[src/rtl/scanout_pkg.sv]
// rtl/scanout_pkg.sv - shared mode/zoom constants and helpers for the scanout engine
package scanout_pkg;

    typedef enum logic [1:0] {
        MODE_1X  = 2'b00,
        MODE_2X  = 2'b01,
        MODE_BTN = 2'b10,
        MODE_4X  = 2'b11
    } scan_mode_e;

    localparam logic [1:0] Z1 = 2'd0;
    localparam logic [1:0] Z2 = 2'd1;
    localparam logic [1:0] Z4 = 2'd2;

    // Clocks from coordinate presentation to colour output.
    function automatic int latency(input int ram_lat);
        return 3 + ram_lat;
    endfunction

    // Button cycling order 1x -> 2x -> 4x -> 1x.
    function automatic logic [1:0] next_level(input logic [1:0] z);
        return (z == Z4) ? Z1 : z + 2'd1;
    endfunction

endpackage

[src/rtl/btn_debounce.sv]
// rtl/btn_debounce.sv - push-button synchroniser, debouncer and press pulse
module btn_debounce #(
    parameter int DEBOUNCE_CYCLES = 250000
) (
    input  logic i_clk,
    input  logic i_rst_n,
    input  logic i_btn_n,
    output logic o_press
);

    localparam int CNT_W = $clog2(DEBOUNCE_CYCLES + 1);

    logic             r_sync1;
    logic             r_sync2;
    logic             r_stable;
    logic             r_press;
    logic [CNT_W-1:0] r_cnt;

    assign o_press = r_press;

    // Two-flop synchroniser; idles at the released (high) level.
    always_ff @(posedge i_clk or negedge i_rst_n) begin
        if (!i_rst_n) begin
            r_sync1 <= 1'b1;
            r_sync2 <= 1'b1;
        end else begin
            r_sync1 <= i_btn_n;
            r_sync2 <= r_sync1;
        end
    end

    // Accept a new level after DEBOUNCE_CYCLES consecutive differing samples; pulse on press.
    always_ff @(posedge i_clk or negedge i_rst_n) begin
        if (!i_rst_n) begin
            r_stable <= 1'b1;
            r_cnt    <= '0;
            r_press  <= 1'b0;
        end else begin
            r_press <= 1'b0;
            if (r_sync2 == r_stable) begin
                r_cnt <= '0;
            end else if (r_cnt == CNT_W'(DEBOUNCE_CYCLES - 1)) begin
                r_stable <= r_sync2;
                r_cnt    <= '0;
                r_press  <= ~r_sync2;
            end else begin
                r_cnt <= r_cnt + 1'b1;
            end
        end
    end

endmodule

[src/rtl/frame_scanout.sv]
// rtl/frame_scanout.sv - framebuffer scanout with centred integer zoom and frame-boundary commit
module frame_scanout
    import scanout_pkg::*;
#(
    parameter int                 IMG_W           = 320,
    parameter int                 IMG_H           = 240,
    parameter int                 SCR_W           = 640,
    parameter int                 SCR_H           = 480,
    parameter int                 ADDR_W          = 19,
    parameter int                 COLOR_W         = 8,
    parameter int                 RAM_LAT         = 1,
    parameter logic [COLOR_W-1:0] BORDER          = '0,
    parameter int                 DEBOUNCE_CYCLES = 250000
) (
    input  logic               i_clk,
    input  logic               i_rst_n,
    input  logic               i_enable,
    input  logic [9:0]         i_next_x,
    input  logic [9:0]         i_next_y,
    input  logic               i_zoom_btn,
    input  logic [1:0]         i_mode,
    output logic [ADDR_W-1:0]  o_ram_address,
    input  logic [COLOR_W-1:0] i_ram_q,
    output logic [COLOR_W-1:0] o_color_out,
    output logic [1:0]         o_zoom_level
);

    // Window origins per zoom (may be negative when the scaled image is cropped).
    localparam logic signed [11:0] OX_Z1 = 12'((SCR_W - IMG_W) >>> 1);
    localparam logic signed [11:0] OX_Z2 = 12'((SCR_W - (IMG_W << 1)) >>> 1);
    localparam logic signed [11:0] OX_Z4 = 12'((SCR_W - (IMG_W << 2)) >>> 1);
    localparam logic signed [11:0] OY_Z1 = 12'((SCR_H - IMG_H) >>> 1);
    localparam logic signed [11:0] OY_Z2 = 12'((SCR_H - (IMG_H << 1)) >>> 1);
    localparam logic signed [11:0] OY_Z4 = 12'((SCR_H - (IMG_H << 2)) >>> 1);

    logic                      w_press;
    logic [1:0]                r_btn_level;
    logic [1:0]                r_zoom;
    logic [1:0]                w_pending;
    logic [1:0]                w_z;
    logic                      w_commit;
    logic signed [11:0]        w_ox;
    logic signed [11:0]        w_oy;
    logic signed [11:0]        w_dx;
    logic signed [11:0]        w_dy;
    logic signed [11:0]        w_wlim;
    logic signed [11:0]        w_hlim;
    logic                      w_inside;
    logic [11:0]               w_ix;
    logic [11:0]               w_iy;
    logic                      r_in1;
    logic [11:0]               r_ix;
    logic [11:0]               r_iy;
    logic [RAM_LAT:0]          r_in_d;
    logic [ADDR_W-1:0]         r_addr;
    logic [COLOR_W-1:0]        r_color;

    assign o_ram_address = r_addr;
    assign o_color_out   = r_color;
    assign o_zoom_level  = r_zoom;

    btn_debounce #(
        .DEBOUNCE_CYCLES (DEBOUNCE_CYCLES)
    ) u_debounce (
        .i_clk   (i_clk),
        .i_rst_n (i_rst_n),
        .i_btn_n (i_zoom_btn),
        .o_press (w_press)
    );

    // Button-cycled level advances only on accepted presses while in button mode.
    always_ff @(posedge i_clk or negedge i_rst_n) begin
        if (!i_rst_n) begin
            r_btn_level <= Z1;
        end else if (w_press && (i_mode == MODE_BTN)) begin
            r_btn_level <= next_level(r_btn_level);
        end
    end

    // Pending level: fixed by mode, or the button-cycled level.
    always_comb begin
        w_pending = r_btn_level;
        case (scan_mode_e'(i_mode))
            MODE_1X: w_pending = Z1;
            MODE_2X: w_pending = Z2;
            MODE_4X: w_pending = Z4;
            default: w_pending = r_btn_level;
        endcase
    end

    // The (0,0) coordinate itself already maps with the newly committed level.
    assign w_commit = i_enable && (i_next_x == 10'd0) && (i_next_y == 10'd0);
    assign w_z      = w_commit ? w_pending : r_zoom;

    // Active zoom changes only at the frame boundary.
    always_ff @(posedge i_clk or negedge i_rst_n) begin
        if (!i_rst_n) begin
            r_zoom <= Z1;
        end else if (w_commit) begin
            r_zoom <= w_pending;
        end
    end

    // Screen-to-image mapping for the look-ahead coordinate.
    always_comb begin
        w_ox   = OX_Z1;
        w_oy   = OY_Z1;
        w_wlim = 12'(IMG_W);
        w_hlim = 12'(IMG_H);
        case (w_z)
            Z2: begin
                w_ox   = OX_Z2;
                w_oy   = OY_Z2;
                w_wlim = 12'(IMG_W << 1);
                w_hlim = 12'(IMG_H << 1);
            end
            Z4: begin
                w_ox   = OX_Z4;
                w_oy   = OY_Z4;
                w_wlim = 12'(IMG_W << 2);
                w_hlim = 12'(IMG_H << 2);
            end
            default: ;
        endcase
        w_dx     = $signed({2'b00, i_next_x}) - w_ox;
        w_dy     = $signed({2'b00, i_next_y}) - w_oy;
        w_inside = ({2'b00, i_next_x} < 12'(SCR_W)) && ({2'b00, i_next_y} < 12'(SCR_H)) &&
                   !w_dx[11] && (w_dx < w_wlim) && !w_dy[11] && (w_dy < w_hlim);
        w_ix     = $unsigned(w_dx) >> w_z;
        w_iy     = $unsigned(w_dy) >> w_z;
    end

    // Stage 1: inside flag and image coordinate.
    always_ff @(posedge i_clk or negedge i_rst_n) begin
        if (!i_rst_n) begin
            r_in1 <= 1'b0;
            r_ix  <= '0;
            r_iy  <= '0;
        end else if (!i_enable) begin
            r_in1 <= 1'b0;
            r_ix  <= '0;
            r_iy  <= '0;
        end else begin
            r_in1 <= w_inside;
            r_ix  <= w_inside ? w_ix : 12'd0;
            r_iy  <= w_inside ? w_iy : 12'd0;
        end
    end

    // Stage 2: RAM address; inside flag delayed to line up with the RAM data.
    always_ff @(posedge i_clk or negedge i_rst_n) begin
        if (!i_rst_n) begin
            r_addr <= '0;
            r_in_d <= '0;
        end else if (!i_enable) begin
            r_addr <= '0;
            r_in_d <= '0;
        end else begin
            r_addr <= r_in1 ? ADDR_W'(32'(r_iy) * 32'(IMG_W) + 32'(r_ix)) : '0;
            r_in_d <= {r_in_d[RAM_LAT-1:0], r_in1};
        end
    end

    // Stage 3: colour select between RAM data and border.
    always_ff @(posedge i_clk or negedge i_rst_n) begin
        if (!i_rst_n) begin
            r_color <= '0;
        end else if (!i_enable) begin
            r_color <= '0;
        end else begin
            r_color <= r_in_d[RAM_LAT] ? i_ram_q : BORDER;
        end
    end

endmodule

[config.mk]
export PLATFORM = sky130hd
export DESIGN_NAME = frame_scanout
export DESIGN_NICKNAME = d
export VERILOG_FILES = /design/src/rtl/scanout_pkg.sv /design/src/rtl/btn_debounce.sv /design/src/rtl/frame_scanout.sv
export SDC_FILE = /design/constraint.sdc
export NUM_CORES = 1
export LEC_CHECK = 0
export ABC_AREA = 1
export CORE_UTILIZATION = 40
export DETAILED_ROUTE_END_ITERATION = 16
export PLACE_DENSITY_LB_ADDON = 0.08
export REMOVE_ABC_BUFFERS = 1
export SYNTH_ARGS = -nofsm -noshare
export SYNTH_HDL_FRONTEND = slang
export SYNTH_SLANG_ARGS = --single-unit
[constraint.sdc]
create_clock -name i_clk -period 4.98 [get_ports i_clk]
set_input_delay 0.996 -clock i_clk [delete_from_list [all_inputs] [get_ports i_clk]]
set_output_delay 0.996 -clock i_clk [all_outputs]
set_load 0.005 [all_outputs]
==> summary.md, run 1 <==
| Metric | Value |
|---|---|
| Run status | `finished, final reports clean` |
| Post-CTS Setup Inserts | `0` |
| Util after Layout | `52.4%` |
| Finished layout cell area | `0.00669 mm2` |
| Final setup fails | `0` |
| Num Clock Sinks | `80` |
| Die ar. | `0.0137 mm2` |
| Buf+Inv Stages, Crit Path | `3` |
| Post-synth EDFFs | `0` |
| Post-Place Cell Area | `0.00632 mm2` |
| CP Launch Type | `primary input` |
| # DRC | `0` |
| Fin. max-slew vios | `0` |
| Share of post-route cells with drive strength above 1 | `14.6%` |
| Mux share of post-synthesis cell area | `0.945%` |
| CTS max path bufs | `2` |
| Antenna violations before repair | `0` |
| Post-DR wirelength/cell | `12.0 um` |
| Fill cell count | `1242` |
| CP Max Fanout | `19` |
| Pin count of the biggest net entering global routing | `81` |
| Rows | `41` |
| Fin crit period | `4.62 ns` |
| Root Driver | `clkbuf_16` |
| DP Cell Count | `914` |
| Global-route wire length before repair | `18800 um` |
| Num CTS Buffers | `9` |
| VDD IR max | `0.000152 V` |
| Slew headroom | `35.8%` |
| Hpwl dp | `8900 um` |
| FFs w/ async S/R, synth | `100%` |
| Hold Crit Class | `flop to flop` |
| Max_cap viols | `0` |
| Crit path kind | `primary input to flop` |
| Xor/xnor cell area share of the yosys netlist | `2.65%` |
| Vias in the first global route | `4208` |
| Final Non-Filler Cells | `930` |
| Syn. warnings | `0` |
| Vias post-DR | `4419` |
| Clk_lat worst skew | `0.34 ns` |
| Data arrival time of the critical path | `4.88 ns` |
| Prevailing post-synth register cell | `dfrtp_1` |
| Synth cell types | `47` |
| Slew of the pin with the lowest slew margin | `0.963 ns` |
| Seq cells post-synth | `80` |
| Core area | `0.0128 mm2` |
| IO Count | `63` |
| Skew final | `0.00905 ns` |
| Syn Inst Count | `656` |
| Fmax | `216 MHz` |
| Post-synthesis compound-gate area fraction | `8.72%` |
| P&R area growth vs syn | `26.4%` |
| Simple-gate share of the synthesized area | `30.1%` |
| Max stage delay on crit path | `0.49 ns` |
| Cell Pwr Density | `231 mW/mm2` |
| Main combinational cell family by area after synthesis | `simple AND/OR/NAND/NOR gates` |
| Endpoints failing hold | `0` |
| Nets@finish | `833` |
| Htree depth | `3` |
| Post-route ant nets | `0` |
| GRT Overall Usage | `17.9%` |
| Power Total | `1550 uW` |
| First DRT Iteration DRCs | `251` |
| Hold_buf cts | `0` |
| GRT Residual Overflow | `0` |
| Seq/Total Area, Yosys | `37.9%` |
| Die Y | `117 um` |
| GPL Wtd Cong | `0.910` |
| Hold path startpoint | `u_debounce.r_sync1` |
| Pre-antenna DRT Iters | `5` |
| Synth Cell Area | `0.00530 mm2` |
| CTS tree | `done` |
| Critical-path cell list | `clkdlybuf4s50_1, or2_4, nor2_4, nand3_2, nand2_2, nand2_1, ha_1, inv_1, buf_4, ha_1, a21oi_1, nor2_1, o21ai_0, nand2_1, ha_1, a21oi_1, nor2_1, o221ai_1, nand4_1, nor2_4, nand2_4, nor2_8, nand2_8, nor2_1` |
| CP top delay family | `simple AND/OR/NAND/NOR gates` |
| WHS | `0.358 ns` |
| Flop-to-flop setup slack | `1.27 ns` |
| DR vias/cell | `4.75` |
| Syn avg cell area | `8.08 um2` |
| Port Buf Inserts | `62` |
| Slowest CP cell | `clkdlybuf4s50_1` |
| Worst Path Required | `5.24 ns` |
| CP Capture Type | `flop` |
| Initial Util | `41.5%` |
| Synth Area in Adders | `11.4%` |
| WL final | `11200 um` |
| N_diodes | `0` |
| Critical path origin | `i_next_x[4]` |
| Reg2reg start | `r_btn_level[1]` |
| Leakage | `0.00335 uW` |
| Final Cycle Share | `92.8%` |
| Die X | `117 um` |
| Clk pin slew, worst setup/hold paths | `0.06 ns` |
[path summary, 6_finish.rpt]
| path | endpoint | cells past startpoint |
|---|---|---|
| hold reg to reg | u_debounce.r_sync2 | 0 |
| setup / recovery | r_iy[0] | 24 |
| max in group asynchronous | r_iy[7] | 1 |
| setup reg to reg | r_iy[0] | 22 |
| hold / removal | u_debounce.r_sync2 | 0 |
| min in group asynchronous | u_debounce.r_cnt[5] | 1 |
[repair_timing]
action,4_1_cts,5_1_grt
endpoints found under the setup margin,0,22
endpoints found under the hold margin,0,0
gates resized for setup,0,10
[power breakdown]
group	total (uW)	switching, uW	internal [uW]
registers	659	2.97	656
logic	167	94.5	73.0
clock network	719	254	465
[flip-flops by register name, indices dropped and copies added, names as in the netlist]
| name | flops |
|---|---|
| o_zoom_level | 2 |
| u_debounce.r_cnt | 18 |
| o_color_out | 8 |
| r_in_d | 2 |
| r_btn_level | 2 |
| r_in1 | 1 |
| r_ix | 12 |
| u_debounce.r_sync2 | 1 |
| u_debounce.r_sync1 | 1 |
| u_debounce.o_press | 1 |
| u_debounce.r_stable | 1 |
| r_iy | 12 |
| o_ram_address | 19 |
[cells in the final DEF (no fill, tap or decap), types with 4 or more instances in the layout]
master | synthesis | routed
nand2_1 | 105 | 105
inv_1 | 96 | 96
nor2_1 | 80 | 77
dfrtp_1 | 77 | 77
clkdlybuf4s50_1 | 0 | 59
ha_1 | 42 | 42
o21ai_0 | 40 | 40
nand3_1 | 36 | 36
buf_4 | 0 | 35
a21oi_1 | 31 | 31
nor3_1 | 18 | 18
nor2_4 | 14 | 15
nand4_1 | 12 | 12
nand2_2 | 12 | 12
xor2_1 | 10 | 9
clkbuf_16 | 0 | 9
nand3_2 | 7 | 7
xnor2_1 | 6 | 6
mux2i_1 | 5 | 5
o211ai_1 | 5 | 5
nor2_2 | 3 | 5
nand2_4 | 6 | 5
nor3b_1 | 4 | 4
[final cells by class]
type                       instances  area (um2)  share of cell area (%)
clock inverter                     5        78.8                    1.18
sequential                        80        2010                    30.0
clock buffer                      11         253                    3.78
timing repair buffer              96         878                    13.1
multi-input combinational        468        2900                    43.3
inverter                          98         368                    5.50
tap                              172         215                    3.21
[through the flow]
| step | TNS, ns | setup slack (ns) |
|---|---|---|
| final | 0 | 0.358 |
| after global routing | -0.00417 | -0.00333 |
| after CTS | 0 | 0.277 |
| after detailed placement | -0.685 | -0.0587 |
| after global placement | 0 | 0.0321 |
| after floorplan | 0 | 0.197 |
[cells in the mapped netlist, drive strengths merged (5+ instances only)]
cell	n	area share, %
xor2	10	1.7
nor3	19	1.9
nor2	98	9.4
clkbuf	9	0.64
a21oi	31	2.9
nand3	43	4.7
o21ai	40	3.8
ha	42	9.9
nand2	123	10
nand4	13	1.7
xnor2	6	0.99
mux2i	5	0.94
dfrtp	77	36
o211ai	5	0.71
inv	98	6.9
[logic make-up (layout without fill, tap and decap cells)]
group / Yosys count / in the layout
buffers and inverters: 110 / 210
other: 1 / 3
XOR/XNOR: 16 / 16
AO/OA/AOI/OAI: 85 / 85
AND/OR/NAND/NOR: 313 / 313
flip-flops: 80 / 80
adder cells (fa/ha/maj): 46 / 46
multiplexers: 5 / 5
[routing by layer]
layer,share of wire [%],vias to the layer above,GRT usage [%],routed length [um]
li1,-,2315,-,-
met1,47,2020,22.3,5310
met3,2.6,16,3.96,296
met4,1.7,0,6.92,192
met5,0,-,0,0
met2,48,68,30.3,5380
(Power assumes the default switching activity.)
==> run 2: changes to the inputs <==
- DONT_BUFFER_PORTS: unset -> 1
==> run 2 against run 1 <==
Register-to-register slack worse by 0.22 ns; hold slack worse by 0.0086 ns; sequential share of layout area up 4.6 points; die area unchanged; clock-buffer cell count up 2; final cell count down 9.8%; flip-flop and latch count unchanged; design area down 13%; combinational power down 38%; sequential power about the same; non-clock buffer count down 91.
==> summary.md, run 2 (same netlist as run 1, synthesis figures left out) <==
| Metric | Value |
|---|---|
| Commonest non-fill, non-tap cell in the layout | `nand2_1` |
| GRT Residual Overflow | `0 (unchanged)` |
| Hold Crit Class | `primary input to asynchronous set/reset pin` |
| Max_cap viols | `0 (unchanged)` |
| RSZ-0062 raised after global routing | `no` |
| Clk pin slew, worst setup/hold paths | `0.06 ns (about the same)` |
| IO Count | `63 (unchanged)` |
| Post-route ant nets | `0 (unchanged)` |
| Share of post-route cells with drive strength above 1 | `10.9% (-3.7 points)` |
| Slowest CP cell | `fa_1` |
| Critical-path cell list | `nor2_1, inv_1, nor2_1, nand3_2, nand2_1, nand2_1, ha_1, inv_1, nor2_1, inv_1, fa_1, nand4_1, nand3_1, and2_1, ha_1, a2111oi_1, nand4_1, nor2_4, nand2_4, nor2_8, nand2_4, nor2_1` |
| Post-Place Cell Area | `0.00549 mm2 (-13%)` |
| CP Launch Type | `primary input` |
| Fin. max-slew vios | `0 (unchanged)` |
| Vias post-DR | `4063 (-8.1%)` |
| CP Max Fanout | `19 (unchanged)` |
| Final Non-Filler Cells | `839 (-9.8%)` |
| CTS tree | `done` |
| N_diodes | `0 (unchanged)` |
| Global-route wire length before repair | `18500 um (-1.5%)` |
| Post-CTS Setup Inserts | `0 (unchanged)` |
| Final Cycle Share | `90.5% (-2.4 points)` |
| Vias in the first global route | `3894 (-7.5%)` |
| # DRC | `0 (unchanged)` |
| Initial Util | `41.5% (unchanged)` |
| Antenna violations before repair | `0 (unchanged)` |
| Fin Setup TNS | `0 ns (unchanged)` |
| Data arrival time of the critical path | `4.76 ns (-0.12 ns)` |
| Die ar. | `0.0137 mm2 (unchanged)` |
| Cell Pwr Density | `251 mW/mm2 (+8.6%)` |
| Most frequent cells in the layout | `nand2_1 (105), inv_1 (96), nor2_1 (80)` |
| Clk_lat worst skew | `0.34 ns (about the same)` |
| Skew final | `0.00831 ns (-0.000736 ns)` |
| Num CTS Buffers | `9 (unchanged)` |
| Htree depth | `3 (unchanged)` |
| Pre-antenna DRT Iters | `4 (-1)` |
| Power Total | `1460 uW (-5.8%)` |
| Finished layout cell area | `0.00581 mm2 (-13%)` |
| Rows | `41 (unchanged)` |
| GPL Wtd Cong | `0.884 (-2.9%)` |
| Cell mode on critical path | `nor2_1` |
| Worst Path Required | `5.24 ns (about the same)` |
| P&R area growth vs syn | `9.59%` |
| CP Capture Type | `flop` |
| Post-DR wirelength/cell | `12.7 um (+5.9%)` |
| Port Buf Inserts | `0 (-100%)` |
| DR vias/cell | `4.84 (+1.9%)` |
| WL final | `10700 um (-4.5%)` |
| Core area | `0.0128 mm2 (unchanged)` |
| Num Clock Sinks | `80 (unchanged)` |
| Final setup fails | `0 (unchanged)` |
| GRT Overall Usage | `17.7% (-0.23 points)` |
| Die X | `117 um (unchanged)` |
| Pin count of the biggest net entering global routing | `81 (unchanged)` |
| Fmax | `222 MHz (+2.6%)` |
| Root Driver | `clkbuf_16` |
| CTS max path bufs | `2 (unchanged)` |
| Crit path kind | `primary input to flop` |
| Max stage delay on crit path | `0.46 ns (-0.03 ns)` |
| Flop-to-flop setup slack | `1.05 ns (-0.22 ns)` |
| First DRT Iteration DRCs | `195 (-22%)` |
| DP Cell Count | `823 (-10%)` |
| Nets@finish | `742 (-11%)` |
| Hpwl dp | `8450 um (-5.0%)` |
| WHS | `0.349 ns (-0.00865 ns)` |
| Fin crit period | `4.50 ns (-0.117 ns)` |
| Endpoints failing hold | `0 (unchanged)` |
| Run status | `finished, final reports clean` |
| VDD IR max | `0.000150 V (-1.2%)` |
| Leakage | `0.00295 uW (-12%)` |
| Die Y | `117 um (unchanged)` |
| Max reg flops | `19 (unchanged)` |
## run 2: metal layers
layer  global-route usage (%)  wire (um)  up-vias
met5                        0          0        -
met4                     6.33        158        0
met3                     3.76        461       12
met2                     28.6       4980       75
met1                     23.4       5080     1843
li1                         -          -     2133
## run 2: critical path: cells and delay by family
family / cells / cell delay (ns)
adder cells (fa/ha/maj): 3 / 1.04
AND/OR/NAND/NOR: 15 / 2.14
AO/OA/AOI/OAI: 1 / 0.33
buffers and inverters: 3 / 0.27
## run 2: metrics by stage
step,util (%),setup slack [ns]
CTS,45.4,0.474
global placement,43.0,0.278
detailed placement,43.0,0.139
global route,45.5,0.0485
floorplan,-,0.197
finish,45.5,0.475
## run 2: path summary, 6_finish.rpt
| path | start | end | cells past startpoint |
|---|---|---|---|
| setup / recovery | i_next_x[7] | r_iy[6] | 22 |
| hold / removal | i_rst_n | u_debounce.r_cnt[6] | 0 |
| setup reg to reg | r_btn_level[1] | r_iy[6] | 22 |
| hold reg to reg | u_debounce.r_sync1 | u_debounce.r_sync2 | 0 |
| max in group asynchronous | i_rst_n | u_debounce.r_stable | 0 |
| min in group i_clk | u_debounce.r_sync1 | u_debounce.r_sync2 | 0 |
## run 2: final cells by class
class,count,area (um2)
multi-input combinational,468,2860
sequential,80,2010
clock buffer,13,250
inverter,98,368
clock inverter,3,65.1
fill,1245,6970
timing repair buffer,5,37.5
tap,172,215
## run 2: report_power, final
| group | internal, uW | switching [uW] | leakage [uW] |
|---|---|---|---|
| Combinational | 38.9 | 65.0 | 0.00170 |
| Sequential | 656 | 3.04 | 0.00109 |
| Clock | 452 | 241 | 0.000154 |
| Total | 1150 | 309 | 0.00295 |
## run 2: repair_timing
action,in CTS,in global routing
hold buffers,0,0
gates resized for setup,0,1
endpoints found under the setup margin,0,2
==> run 3: changes to the inputs <==
- clock period: 4.98 -> 5.5 ns (I/O delays scaled with it)
==> run 3 against run 2 <==
Global-route usage grew 0.43 points; sequential share of layout area shrank 0.052 points; non-clock buffer count shrank 1; power shrank 7.6%; setup slack gained 0.32 ns; via count grew 0.94%; sequential power shrank 9.4%; critical endpoint is now r_iy[5]; highest routed layer unchanged.
==> summary.md, run 3 (same netlist as run 1, synthesis figures left out) <==
| Metric | Value |
|---|---|
| Pin count of the biggest net entering global routing | `81 (unchanged)` |
| Fin crit period | `4.71 ns` |
| P&R area growth vs syn | `9.75%` |
| Num Clock Sinks | `80 (unchanged)` |
| Commonest non-fill, non-tap cell in the layout | `nand2_1` |
| Data arrival time of the critical path | `4.96 ns (+0.20 ns)` |
| Fin. max-slew vios | `0 (unchanged)` |
| CTS tree | `done` |
| Clk_lat worst skew | `0.34 ns (about the same)` |
| Hold_buf cts | `0 (unchanged)` |
| Final setup fails | `0 (unchanged)` |
| CP Launch Type | `primary input` |
| VDD IR max | `0.000135 V (-10%)` |
| # DRC | `0 (unchanged)` |
| CP Capture Type | `flop` |
| Crit path kind | `primary input to flop` |
| Final Cycle Share | `85.6%` |
| P_int | `1050 uW (-8.3%)` |
| Sw frac | `21.8% (+0.60 points)` |
| Vias post-DR | `4101 (+0.94%)` |
| CTS max path bufs | `2 (unchanged)` |
| Post-route ant nets | `0 (unchanged)` |
| Fmax | `212 MHz` |
| Seq pwr share | `44.3% (-1.0 points)` |
| GPL Wtd Cong | `0.879 (-0.57%)` |
| Share of post-route cells with drive strength above 1 | `11.1% (+0.17 points)` |
| Die X | `117 um (unchanged)` |
| Die ar. | `0.0137 mm2 (unchanged)` |
| CTS resizes | `0 (unchanged)` |
| Root Driver | `clkbuf_16` |
| Core area | `0.0128 mm2 (unchanged)` |
| Max_cap viols | `0 (unchanged)` |
| Flop-to-flop setup slack | `1.49 ns (+0.44 ns)` |
| GRT Residual Overflow | `0 (unchanged)` |
| Worst Path Required | `5.76 ns (+0.52 ns)` |
| Util after Layout | `45.5% (+0.069 points)` |
| Pre-antenna DRT Iters | `5 (+1)` |
| Post-CTS Setup Inserts | `0 (unchanged)` |
| GRT Overall Usage | `18.1% (+0.43 points)` |
| Hold Crit Class | `flop to flop` |
| Most frequent cells in the layout | `nand2_1 (105), inv_1 (96), nor2_1 (80)` |
| First DRT Iteration DRCs | `184 (-5.6%)` |
| Initial Util | `41.5% (unchanged)` |
| Vias in the first global route | `4059 (+4.2%)` |
| RSZ-0062 raised after global routing | `no` |
| N_diodes | `0 (unchanged)` |
| Hpwl dp | `8610 um (+1.8%)` |
| P_sw | `293 uW (-5.0%)` |
| Depth of the most critical reg-to-reg path | `21 (-4.5%)` |
| CP Max Fanout | `21 (+2)` |
| Leakage | `0.00295 uW (about the same)` |
| IO Count | `63 (unchanged)` |
| Antenna violations before repair | `0 (unchanged)` |
| Global-route wire length before repair | `19100 um (+3.0%)` |
| Endpoints failing hold | `0 (unchanged)` |
| Htree depth | `3 (unchanged)` |
| Port Buf Inserts | `0 (unchanged)` |
| Nets@finish | `741 (-0.13%)` |
| Comb power frac | `7.0% (about the same)` |
| Rows | `41 (unchanged)` |
| Fin Setup TNS | `0 ns (unchanged)` |
| Skew final | `0.00872 ns (+0.000407 ns)` |
| Cell Pwr Density | `231 mW/mm2 (-7.7%)` |
| Clk pin slew, worst setup/hold paths | `0.06 ns (about the same)` |
| WL final | `10900 um (+2.3%)` |
| Num CTS Buffers | `9 (unchanged)` |
| Worst Hold Path Cells | `0` |
| Post-DR wirelength/cell | `13.0 um (+2.4%)` |
| Die Y | `117 um (unchanged)` |
| Clk network pwr share | `48.7% (+1.1 points)` |
| Run status | `finished, final reports clean` |
| DR vias/cell | `4.89 (+1.1%)` |
| Max reg flops | `19 (unchanged)` |
run 3: cell count changes in the layout (fill, tap and decap cells not counted):
cell and delta:
a2111oi_1 -1, buf_4 -1, clkinv_2 -1, clkinv_4 +1, clkinvlp_4 +1, a2111oi_0 +1
clkbuf_8 +1, clkbuf_1 -2
run 3: area by class of cell:
| type | instances | area, um2 |
|---|---|---|
| Clock buffer | 12 | 256 |
| Clock inverter | 4 | 76.3 |
| Fill cell | 1287 | 6960 |
| Inverter | 98 | 368 |
| Multi-Input combinational cell | 468 | 2860 |
| Sequential cell | 80 | 2010 |
| Tap cell | 172 | 215 |
| Timing Repair Buffer | 4 | 30.0 |
run 3: metal layers:
metal	track usage, %	wire (um)
met1	23.5	5190
met2	29.3	5070
met4	6.84	157
met3	4.33	503
met5	0	0
run 3: worst paths after layout:
kind | start | endpoint
worst min-delay path | u_debounce.r_sync1 | u_debounce.r_sync2
worst max register to register | r_btn_level[1] | r_iy[5]
min in group asynchronous | i_rst_n | u_debounce.r_cnt[5]
worst min register to register | u_debounce.r_sync1 | u_debounce.r_sync2
worst max-delay path | i_next_x[7] | r_iy[5]
max in group asynchronous | i_rst_n | u_debounce.r_sync1
run 3: through the flow:
stage / std cells / worst slack, ns / power, uW / hold WS (ns) / area [um2]
after floorplan: 646 / 0.613 / 684 / 0.345 / 5240
after global placement: 822 / 0.608 / 701 / 0.348 / 5480
after detailed placement: 822 / 0.474 / 701 / 0.348 / 5480
after CTS: 838 / 0.801 / 1360 / 0.357 / 5810
after global routing: 838 / 0.409 / 1410 / 0.364 / 5810
final: 838 / 0.794 / 1350 / 0.357 / 5810
run 3: critical path, stage by stage:
cell	delay [ns]
nor2_1	0.14
inv_1	0.10
nor2_1	0.22
nand3_2	0.11
nand2_1	0.07
nand2_1	0.07
buf_4	0.21
nand2_4	0.10
nand2_4	0.10
ha_1	0.40
inv_1	0.10
o21ai_0	0.27
a21oi_1	0.14
nand2_1	0.09
nand2_1	0.04
and2_1	0.17
ha_1	0.19
a2111oi_0	0.40
nand4_1	0.22
nor2_4	0.16
nand2_4	0.07
nor2_8	0.11
nand2_4	0.21
nor2_1	0.18
run 3: power groups by stage:
stage | logic [uW] | clock network [uW] | registers, uW
final | 94.1 | 655 | 597
after global placement | 93.8 | 0 | 607
after global routing | 110 | 699 | 597
after detailed placement | 93.9 | 0 | 607
after CTS | 94.7 | 671 | 597
after floorplan | 77.1 | 0 | 607
